### src/rtl/keypad_scan_ctrl.sv
// ---------------------------------------------------------------------------
// keypad_scan_ctrl
//
// Scan controller for a 4x4 matrix keypad that feeds the dual seven-segment
// display. The columns are driven low one at a time and the rows are sampled.
// Press and release are both debounced, each accepted press gives one
// key_valid pulse, and the last two keys are kept as a digit pair for the
// display multiplexer.
//
// Optional feature macro: KEYPAD_REPEAT_EN
//   When defined, a key held in HOLD re-enters PRESSED every REPEAT_CYCLES
//   cycles. The period includes the PRESSED cycle, so pulses are exactly
//   REPEAT_CYCLES apart. REPEAT_CYCLES must be at least 2.
//   When undefined, no repeat counter is built and each press gives exactly
//   one pulse.
//
// Handshake: key_valid is a one-cycle strobe with no ready/back-pressure.
// key_code, digit_new and digit_old are already updated in the cycle where
// key_valid is high, and they hold their values until the next accepted key.
//
// Ports
//   clk        in   1  single clock domain
//   reset      in   1  synchronous, active-high
//   rows       in   4  keypad rows, active-low, asynchronous to clk
//   cols       out  4  column drive, one-hot-low (bit n low = column n)
//   key_valid  out  1  one-cycle pulse per accepted key
//   key_code   out  4  hex code of the last accepted key
//   digit_new  out  4  most recent key
//   digit_old  out  4  key before digit_new
//   key_held   out  1  high in HOLD and RELEASE_DB
//   state_dbg  out  3  current FSM state encoding (debug)
// ---------------------------------------------------------------------------
module keypad_scan_ctrl #(
    parameter int SCAN_CYCLES     = 48_000,
    parameter int DEBOUNCE_CYCLES = 960_000,
    parameter int REPEAT_CYCLES   = 24_000_000
) (
    input  logic       clk,
    input  logic       reset,
    input  logic [3:0] rows,
    output logic [3:0] cols,
    output logic       key_valid,
    output logic [3:0] key_code,
    output logic [3:0] digit_new,
    output logic [3:0] digit_old,
    output logic       key_held,
    output logic [2:0] state_dbg
);

    localparam int MAX_CNT = (SCAN_CYCLES > DEBOUNCE_CYCLES) ? SCAN_CYCLES : DEBOUNCE_CYCLES;
    localparam int CNT_W   = $clog2(MAX_CNT) + 1;
    localparam logic [CNT_W-1:0] SCAN_LAST = CNT_W'(SCAN_CYCLES - 1);
    localparam logic [CNT_W-1:0] DB_LAST   = CNT_W'(DEBOUNCE_CYCLES - 1);

    typedef enum logic [2:0] {
        ST_SCAN       = 3'd0,
        ST_DEBOUNCE   = 3'd1,
        ST_PRESSED    = 3'd2,
        ST_HOLD       = 3'd3,
        ST_RELEASE_DB = 3'd4
    } state_t;

    state_t           state;
    state_t           next_state;
    logic [CNT_W-1:0] cnt;
    logic [3:0]       rs_meta;
    logic [3:0]       rs;
    logic [3:0]       cap;
    logic             rs_single;
    logic             rs_match;
    logic             rs_idle;
    logic             scan_last;
    logic             db_last;
    logic             rpt_fire;
    logic [3:0]       map_code;

    // Position of the single low bit in a one-cold pattern.
    function automatic logic [1:0] cold_idx(input logic [3:0] v);
        case (v)
            4'b1110: cold_idx = 2'd0;
            4'b1101: cold_idx = 2'd1;
            4'b1011: cold_idx = 2'd2;
            default: cold_idx = 2'd3;
        endcase
    endfunction

    // Physical key layout: {row, col} -> hex code.
    function automatic logic [3:0] key_map(input logic [1:0] r, input logic [1:0] c);
        case ({r, c})
            4'b00_00: key_map = 4'h1;
            4'b00_01: key_map = 4'h2;
            4'b00_10: key_map = 4'h3;
            4'b00_11: key_map = 4'hA;
            4'b01_00: key_map = 4'h4;
            4'b01_01: key_map = 4'h5;
            4'b01_10: key_map = 4'h6;
            4'b01_11: key_map = 4'hB;
            4'b10_00: key_map = 4'h7;
            4'b10_01: key_map = 4'h8;
            4'b10_10: key_map = 4'h9;
            4'b10_11: key_map = 4'hC;
            4'b11_00: key_map = 4'hE;
            4'b11_01: key_map = 4'h0;
            4'b11_10: key_map = 4'hF;
            default:  key_map = 4'hD;
        endcase
    endfunction

    // Column drive advances 1110 -> 1101 -> 1011 -> 0111 -> 1110.
    function automatic logic [3:0] rot(input logic [3:0] v);
        rot = {v[2:0], v[3]};
    endfunction

    // Two-flop synchronizer; every decision below uses rs only.
    always_ff @(posedge clk) begin
        if (reset) begin
            rs_meta <= 4'hF;
            rs      <= 4'hF;
        end else begin
            rs_meta <= rows;
            rs      <= rs_meta;
        end
    end

    always_comb begin
        rs_single = 1'b0;
        case (rs)
            4'b1110, 4'b1101, 4'b1011, 4'b0111: rs_single = 1'b1;
            default:                            rs_single = 1'b0;
        endcase
    end

    assign rs_match  = (rs == cap);
    assign rs_idle   = (rs == 4'hF);
    assign scan_last = (cnt == SCAN_LAST);
    assign db_last   = (cnt == DB_LAST);
    // cols is frozen from capture until release, so it names the key's column.
    assign map_code  = key_map(cold_idx(cap), cold_idx(cols));

`ifdef KEYPAD_REPEAT_EN
    localparam int RPT_W = $clog2(REPEAT_CYCLES) + 1;
    localparam logic [RPT_W-1:0] RPT_LAST = RPT_W'(REPEAT_CYCLES - 1);

    logic [RPT_W-1:0] rpt_cnt;

    // The PRESSED cycle counts as the first cycle of a repeat period, so
    // consecutive pulses are exactly REPEAT_CYCLES apart. Entering HOLD from
    // RELEASE_DB starts a fresh period at 0.
    always_ff @(posedge clk) begin
        if (reset) begin
            rpt_cnt <= '0;
        end else if (state == ST_PRESSED) begin
            rpt_cnt <= RPT_W'(1);
        end else if (state == ST_HOLD && next_state == ST_HOLD) begin
            rpt_cnt <= rpt_cnt + 1'b1;
        end else begin
            rpt_cnt <= '0;
        end
    end

    assign rpt_fire = (state == ST_HOLD) && !rs_idle && (rpt_cnt == RPT_LAST);
`else
    assign rpt_fire = 1'b0;
`endif

    // State register.
    always_ff @(posedge clk) begin
        if (reset) begin
            state <= ST_SCAN;
        end else begin
            state <= next_state;
        end
    end

    // Next-state logic.
    always_comb begin
        next_state = state;
        case (state)
            ST_SCAN: begin
                if (scan_last && rs_single) begin
                    next_state = ST_DEBOUNCE;
                end
            end
            ST_DEBOUNCE: begin
                if (!rs_match) begin
                    next_state = ST_SCAN;
                end else if (db_last) begin
                    next_state = ST_PRESSED;
                end
            end
            ST_PRESSED: begin
                next_state = ST_HOLD;
            end
            ST_HOLD: begin
                if (rs_idle) begin
                    next_state = ST_RELEASE_DB;
                end else if (rpt_fire) begin
                    next_state = ST_PRESSED;
                end
            end
            ST_RELEASE_DB: begin
                if (!rs_idle) begin
                    next_state = ST_HOLD;
                end else if (db_last) begin
                    next_state = ST_SCAN;
                end
            end
            default: begin
                next_state = ST_SCAN;
            end
        endcase
    end

    // Output logic.
    always_comb begin
        key_valid = (state == ST_PRESSED);
        key_held  = (state == ST_HOLD) || (state == ST_RELEASE_DB);
        state_dbg = state;
    end

    // Datapath: dwell/debounce counter, column drive, captured row pattern
    // and the key/digit registers.
    always_ff @(posedge clk) begin
        if (reset) begin
            cnt       <= '0;
            cols      <= 4'b1110;
            cap       <= 4'hF;
            key_code  <= 4'h0;
            digit_new <= 4'h0;
            digit_old <= 4'h0;
        end else begin
            case (state)
                ST_SCAN: begin
                    if (scan_last) begin
                        cnt <= '0;
                        if (rs_single) begin
                            cap <= rs;
                        end else begin
                            cols <= rot(cols);
                        end
                    end else begin
                        cnt <= cnt + 1'b1;
                    end
                end
                ST_DEBOUNCE: begin
                    if (!rs_match) begin
                        cnt  <= '0;
                        cols <= rot(cols);
                    end else if (db_last) begin
                        cnt <= '0;
                    end else begin
                        cnt <= cnt + 1'b1;
                    end
                end
                ST_RELEASE_DB: begin
                    if (!rs_idle) begin
                        cnt <= '0;
                    end else if (db_last) begin
                        cnt  <= '0;
                        cols <= rot(cols);
                    end else begin
                        cnt <= cnt + 1'b1;
                    end
                end
                default: begin
                    cnt <= '0;
                end
            endcase

            // Loaded on the edge into PRESSED so the new code and digit pair
            // are visible in the same cycle as key_valid.
            if (next_state == ST_PRESSED) begin
                key_code  <= map_code;
                digit_new <= map_code;
                digit_old <= digit_new;
            end
        end
    end

endmodule

### config.mk
export PLATFORM = sky130hd
export DESIGN_NAME = keypad_scan_ctrl
export DESIGN_NICKNAME = d
export VERILOG_FILES = /design/src/rtl/keypad_scan_ctrl.sv
export SDC_FILE = /design/constraint.sdc
export NUM_CORES = 1
export LEC_CHECK = 0
export CAP_MARGIN = 20
export CORE_MARGIN = 3
export CORE_UTILIZATION = 60
export DETAILED_ROUTE_END_ITERATION = 16
export GPL_TIMING_DRIVEN = 0
export PLACE_DENSITY = 0.9
export SLEW_MARGIN = 20
export SYNTH_ARGS = -nofsm -noshare
export SYNTH_HDL_FRONTEND = slang
export SYNTH_SLANG_ARGS = --single-unit
### constraint.sdc
create_clock -name clk -period 5.09 [get_ports clk]
set_input_delay 1.527 -clock clk [delete_from_list [all_inputs] [get_ports clk]]
set_output_delay 1.527 -clock clk [all_outputs]
set_load 0.02 [all_outputs]
## Word-level counts from Yosys, hierarchy flattened

Memory sizes are Yosys's and may differ from the RTL's. A register that Yosys moved wholly into a read port is not among the register bits.
Index checks and enable logic that the tools add are counted.

| word-level totals | value |
|---|---|
| flip-flop bits (word level) | 44 |
| bits in latches | 0 |
| bits in writable memories | 0 |
| bits in read-only memories | 64 |
| input bits | 6 |
| output and inout port bits | 21 |
| word-level logic and storage cells | 61 |
| memories kept | 1 |

| operators by class | value |
|---|---|
| $add $sub $neg | 1 |
| multiply operators | 0 |
| div/mod/pow operators | 0 |
| magnitude comparators | 0 |
| equal/unequal tests | 24 |
| shift-type cells | 0 |
| mux-type cells | 21 |
| bitwise logic cells | 0 |
| reductions and logical operators | 7 |

Memory list:

| memory | words | width | rd ports | clocked after Yosys merged registers in | write ports | line | text |
|---|---|---|---|---|---|---|---|
| (no name shown) | 16 | 4 | 1 | 1 | 0 | 89 | `case ({r, c})` |

Operators by type and width:

| operator | number |
|---|---|
| 21-bit two-way mux | 4 |
| 21-bit one-hot mux with 3 select lines | 1 |
| 4-bit == test (second input constant) | 10 |
| 21-bit by 1-bit adder with 21-bit output (second input constant) | 1 |
| 21-bit by 16-bit == test with 1-bit output (second input constant) | 1 |
| 21-bit by 20-bit == test with 1-bit output (second input constant) | 1 |
| 4-bit two-way mux | 5 |
| 3-bit two-way mux | 6 |
| 3-bit one-hot mux with 5 select lines | 1 |
| 2-bit one-hot mux with 3 select lines | 2 |
| 4-bit one-hot mux with 3 select lines | 1 |
| 2-bit != test (second input constant) | 5 |
| 3-bit by 2-bit == test with 1-bit output (second input constant) | 3 |
| 6-bit AND reduction | 1 |
| 4-bit by 3-bit == test with 1-bit output (second input constant) | 1 |
| 4-bit == test | 1 |
| 4-bit OR reduction | 1 |
| 3-bit by 1-bit == test with 1-bit output (second input constant) | 1 |
| 3-bit == test (second input constant) | 1 |
| 3-bit zero test | 1 |
| 3-bit AND reduction | 1 |
| 3-bit nonzero test | 1 |
| 1-bit logical AND | 1 |
| 1-bit logical OR | 1 |
| 1-bit two-way mux | 1 |

## Longest topological paths before layout

| depth | value |
|---|---|
| depth after elaboration | 7 |
| gate-level depth with buffers | 8 |
| depth with buffers taken out | 8 |

## Least setup slack after synthesis

Ideal clock, no wire load.

| timing | value |
|---|---|
| kind | register -> output |
| start | reg state[1], in the netlist state_dbg[1] |
| end | out key_valid |
| data arrival time | 0.924 ns |
| required time | 3.563 ns |
| path slack | 2.639 ns |
| stages on the path, launching flop included | 3 |
| buffers on the path | 0 |
| cells stage by stage | dfxtp_1 > nand2_1 > nor2_1 |

| on the way | value |
|---|---|
| cells in the longest elaborated chain, start to end | 1 |

RTL lines:

| element | line | text |
|---|---|---|
| start: declaration | 63 | `state_t state;` |
| start signal: assignment | 171 | `state <= next_state;` |
| 3-bit by 2-bit == test with 1-bit output | 216 | `key_valid = (state == ST_PRESSED);` |
| end: declaration | 42 | `output logic key_valid,` |

No other way between the ends.

## Final worst setup path

| timing | value |
|---|---|
| start | reg state[2], in the netlist state_dbg[2] |
| end | out key_valid |

Same word-level chain as after synthesis.

==> results.py <==
metrics = {
    "outcome": {
        "status": "complete, no violations",
    },
    "die": {
        "start_util": 0.651,
        "die-area_um2": 4990,
        "io_pins": 27,
        "core_area_um2": 3850,
        "fp-row-count": 22,
        "die_h_um": 70.7,
        "die_width_um": 70.7,
    },
    "route": {
        "avgRoutedWirePerCell_um": 14.0,
        "drc": 0,
        "ant_nets": 0,
        "dr_total_vias": 2237,
        "first_pass_iters": 4,
        "drtIter0Drc": 212,
        "via_per_inst": 5.89,
        "finalWirelength_um": 5330,
    },
    "sta": {
        "slew_violations": 0,
        "fin_crit_sh": 0.625,
        "setup_viol": 0,
        "hold_viol": 0,
        "skew_ns": 0.00945,
        "relSlewSlack": 0.449,
        "rsz0062_at_grt": "no",
        "setup_tns_ns": 0,
        "fmax_mhz": 315,
        "period_minus_slack_ns": 3.18,
        "worst_slew_pin_slew_ns": 0.818,
    },
    "synthesis": {
        "yosysWarningCount": 0,
        "synth.ff_latch_count": 48,
        "synth_most_common_cell": "dfxtp_1",
        "synth_nets": 307,
        "synthArstFlopShare": 0,
        "syn_area_um2": 2510,
        "synth_top_cell_by_area": "dfxtp_1",
        "synthTopCellsByCount": "48 x dfxtp_1, 28 x nor3_1, 20 x nand2_1",
        "avgSynthCellArea_um2": 8.42,
        "ys_types": 50,
        "synth.area.top_cells": "dfxtp_1 38%, xnor2_1 5.9%, nor3_1 5.6%",
        "synth_edf_count": 0,
        "synth_ff_type": "dfxtp_1",
        "seq_area_frac_synth": 0.383,
        "netlist_instances": 298,
        "synth.top_cell.area_share": 0.383,
    },
    "grt": {
        "antenna_found_initial": 0,
        "grt_overflow": 0,
        "grt_pass1_vias": 2054,
        "grt_pass1_wl_um": 9250,
        "grt_start_max_net_pins": 15,
        "grt_usage": 0.225,
    },
    "cts": {
        "cts_made_buffers": 5,
        "cts-hold-fix-buffers": 0,
        "insertion_delay_ns": 0.31,
        "cts_resized": 0,
        "clock_path_buffers": 2,
        "clock-sinks": 48,
        "cts_tree": "built",
        "cts.clk_slew.worst_paths_ns": 0.09,
        "htreeDepth": 2,
        "cts_setup_buffers": 0,
        "cts-root-buf": "clkbuf_8",
    },
    "critical_path": {
        "startpoint_type": "flip-flop",
        "path_cells": "inv_1, nand2_1, nor2_1, clkdlybuf4s50_1",
        "required_ns": 3.56,
        "crit_fanout": 7,
        "critPathSlowestCell": "clkdlybuf4s50_1",
        "path_class": "reg -> out",
        "slowest_delay_ns": 0.60,
        "arrival_ns": 1.65,
        "critical_path.endpoint_type": "output port",
    },
    "run": {
        "max_cap_violations": 0,
    },
    "placement": {
        "io_buffers": 26,
        "gp_congestion": 0.903,
        "dpl.cell_count": 372,
        "hpwl_um": 3730,
    },
    "layout": {
        "area_growth_pct": 17.8,
        "instances_no_fill": 380,
        "layout-drive-gt1-share": 0.102,
        "post-route-util": 0.767,
        "diodes": 0,
        "nets": 340,
    },
    "min_path": {
        "worstHoldPathType": "reg -> reg",
    },
    "pwr": {
        "irDropWorstVdd_v": 0.000205,
        "power_density_nw_per_um2": 241,
        "power_leakage_nw": 1.10,
    },
}
-- registers in the layout (all words and copies together) (netlist names) --
| name | count |
|---|---|
| cap | 4 |
| cnt | 21 |
| cols | 4 |
| digit_new | 4 |
| digit_old | 4 |
| rs | 4 |
| rs_meta | 4 |
| state_dbg | 3 |
-- worst paths after layout --
path	slack (ns)	start	depth (start not counted)	endpoint
min	0.42	rs_meta[2]	1	rs[2]
max reg2reg	3.01	cols[0]	7	digit_new[1]
max	1.91	state_dbg[2]	4	key_valid
min reg2reg	0.42	rs_meta[2]	1	rs[2]
-- cells by family (layout without fill, tap and decap cells) --
| kind of cell | after synthesis | after routing | synth area share |
|---|---|---|---|
| simple gates | 133 | 133 | 0.302 |
| compound gates | 52 | 52 | 0.131 |
| flops | 48 | 48 | 0.383 |
| buf+inv | 30 | 64 | 0.0544 |
| xor+xnor | 27 | 27 | 0.0943 |
| mux | 5 | 5 | 0.0200 |
| fa+ha+maj | 3 | 3 | 0.0150 |
-- through the flow --
stage / instance area (µm²) / total power [mW] / setup slack (ns) / hold slack [ns]
finish: 2960 / 0.713 / 1.91 / 0.417
floorplan: 2510 / 0.412 / 2.64 / 0.389
global placement: 2830 / 0.420 / 2.11 / 0.391
detailed placement: 2830 / 0.421 / 2.10 / 0.398
CTS: 2960 / 0.716 / 1.91 / 0.419
global route: 2960 / 0.731 / 1.81 / 0.442
-- area by class of cell --
cell class | count | area [µm²]
fillers | 295 | 898
clock inverters | 1 | 30.0
flip-flops and latches | 48 | 961
multi-input cells | 220 | 1410
repair buffers | 26 | 260
clock buffers | 7 | 96.3
well taps | 48 | 60.1
inverters | 9 | 33.8
plain buffers | 21 | 103
-- metal layers --
metal	wire, µm	GRT usage
met2	2430	0.354
met1	2500	0.306
met3	343	0.0526
met5	0	0
met4	64	0.0689
-- where the power goes --
group	total, mW	switching (mW)	internal [mW]
clock network	0.300	0.127	0.173
logic	0.0283	0.0148	0.0135
registers	0.384	0.00406	0.380
-- worst max-delay path, delay by kind of cell (launching register included) --
family / cells / cell delay [ns]
buffers and inverters: 2 / 0.77
flip-flops: 1 / 0.37
AND/OR/NAND/NOR: 2 / 0.21
-- placed cells by master, fill, tap and decap left out, types with 14 or more instances in the layout --
| cell | Yosys | layout |
|---|---|---|
| a21oi_1 | 16 | 16 |
| nor2_1 | 16 | 16 |
| clkdlybuf4s50_1 | 0 | 26 |
| dfxtp_1 | 48 | 48 |
| nand3_1 | 18 | 18 |
| nor3_1 | 28 | 28 |
| xnor2_1 | 17 | 17 |
| nand2_1 | 20 | 20 |
| o21ai_0 | 14 | 14 |
No activity file was read; power rests on OpenSTA's default activity.
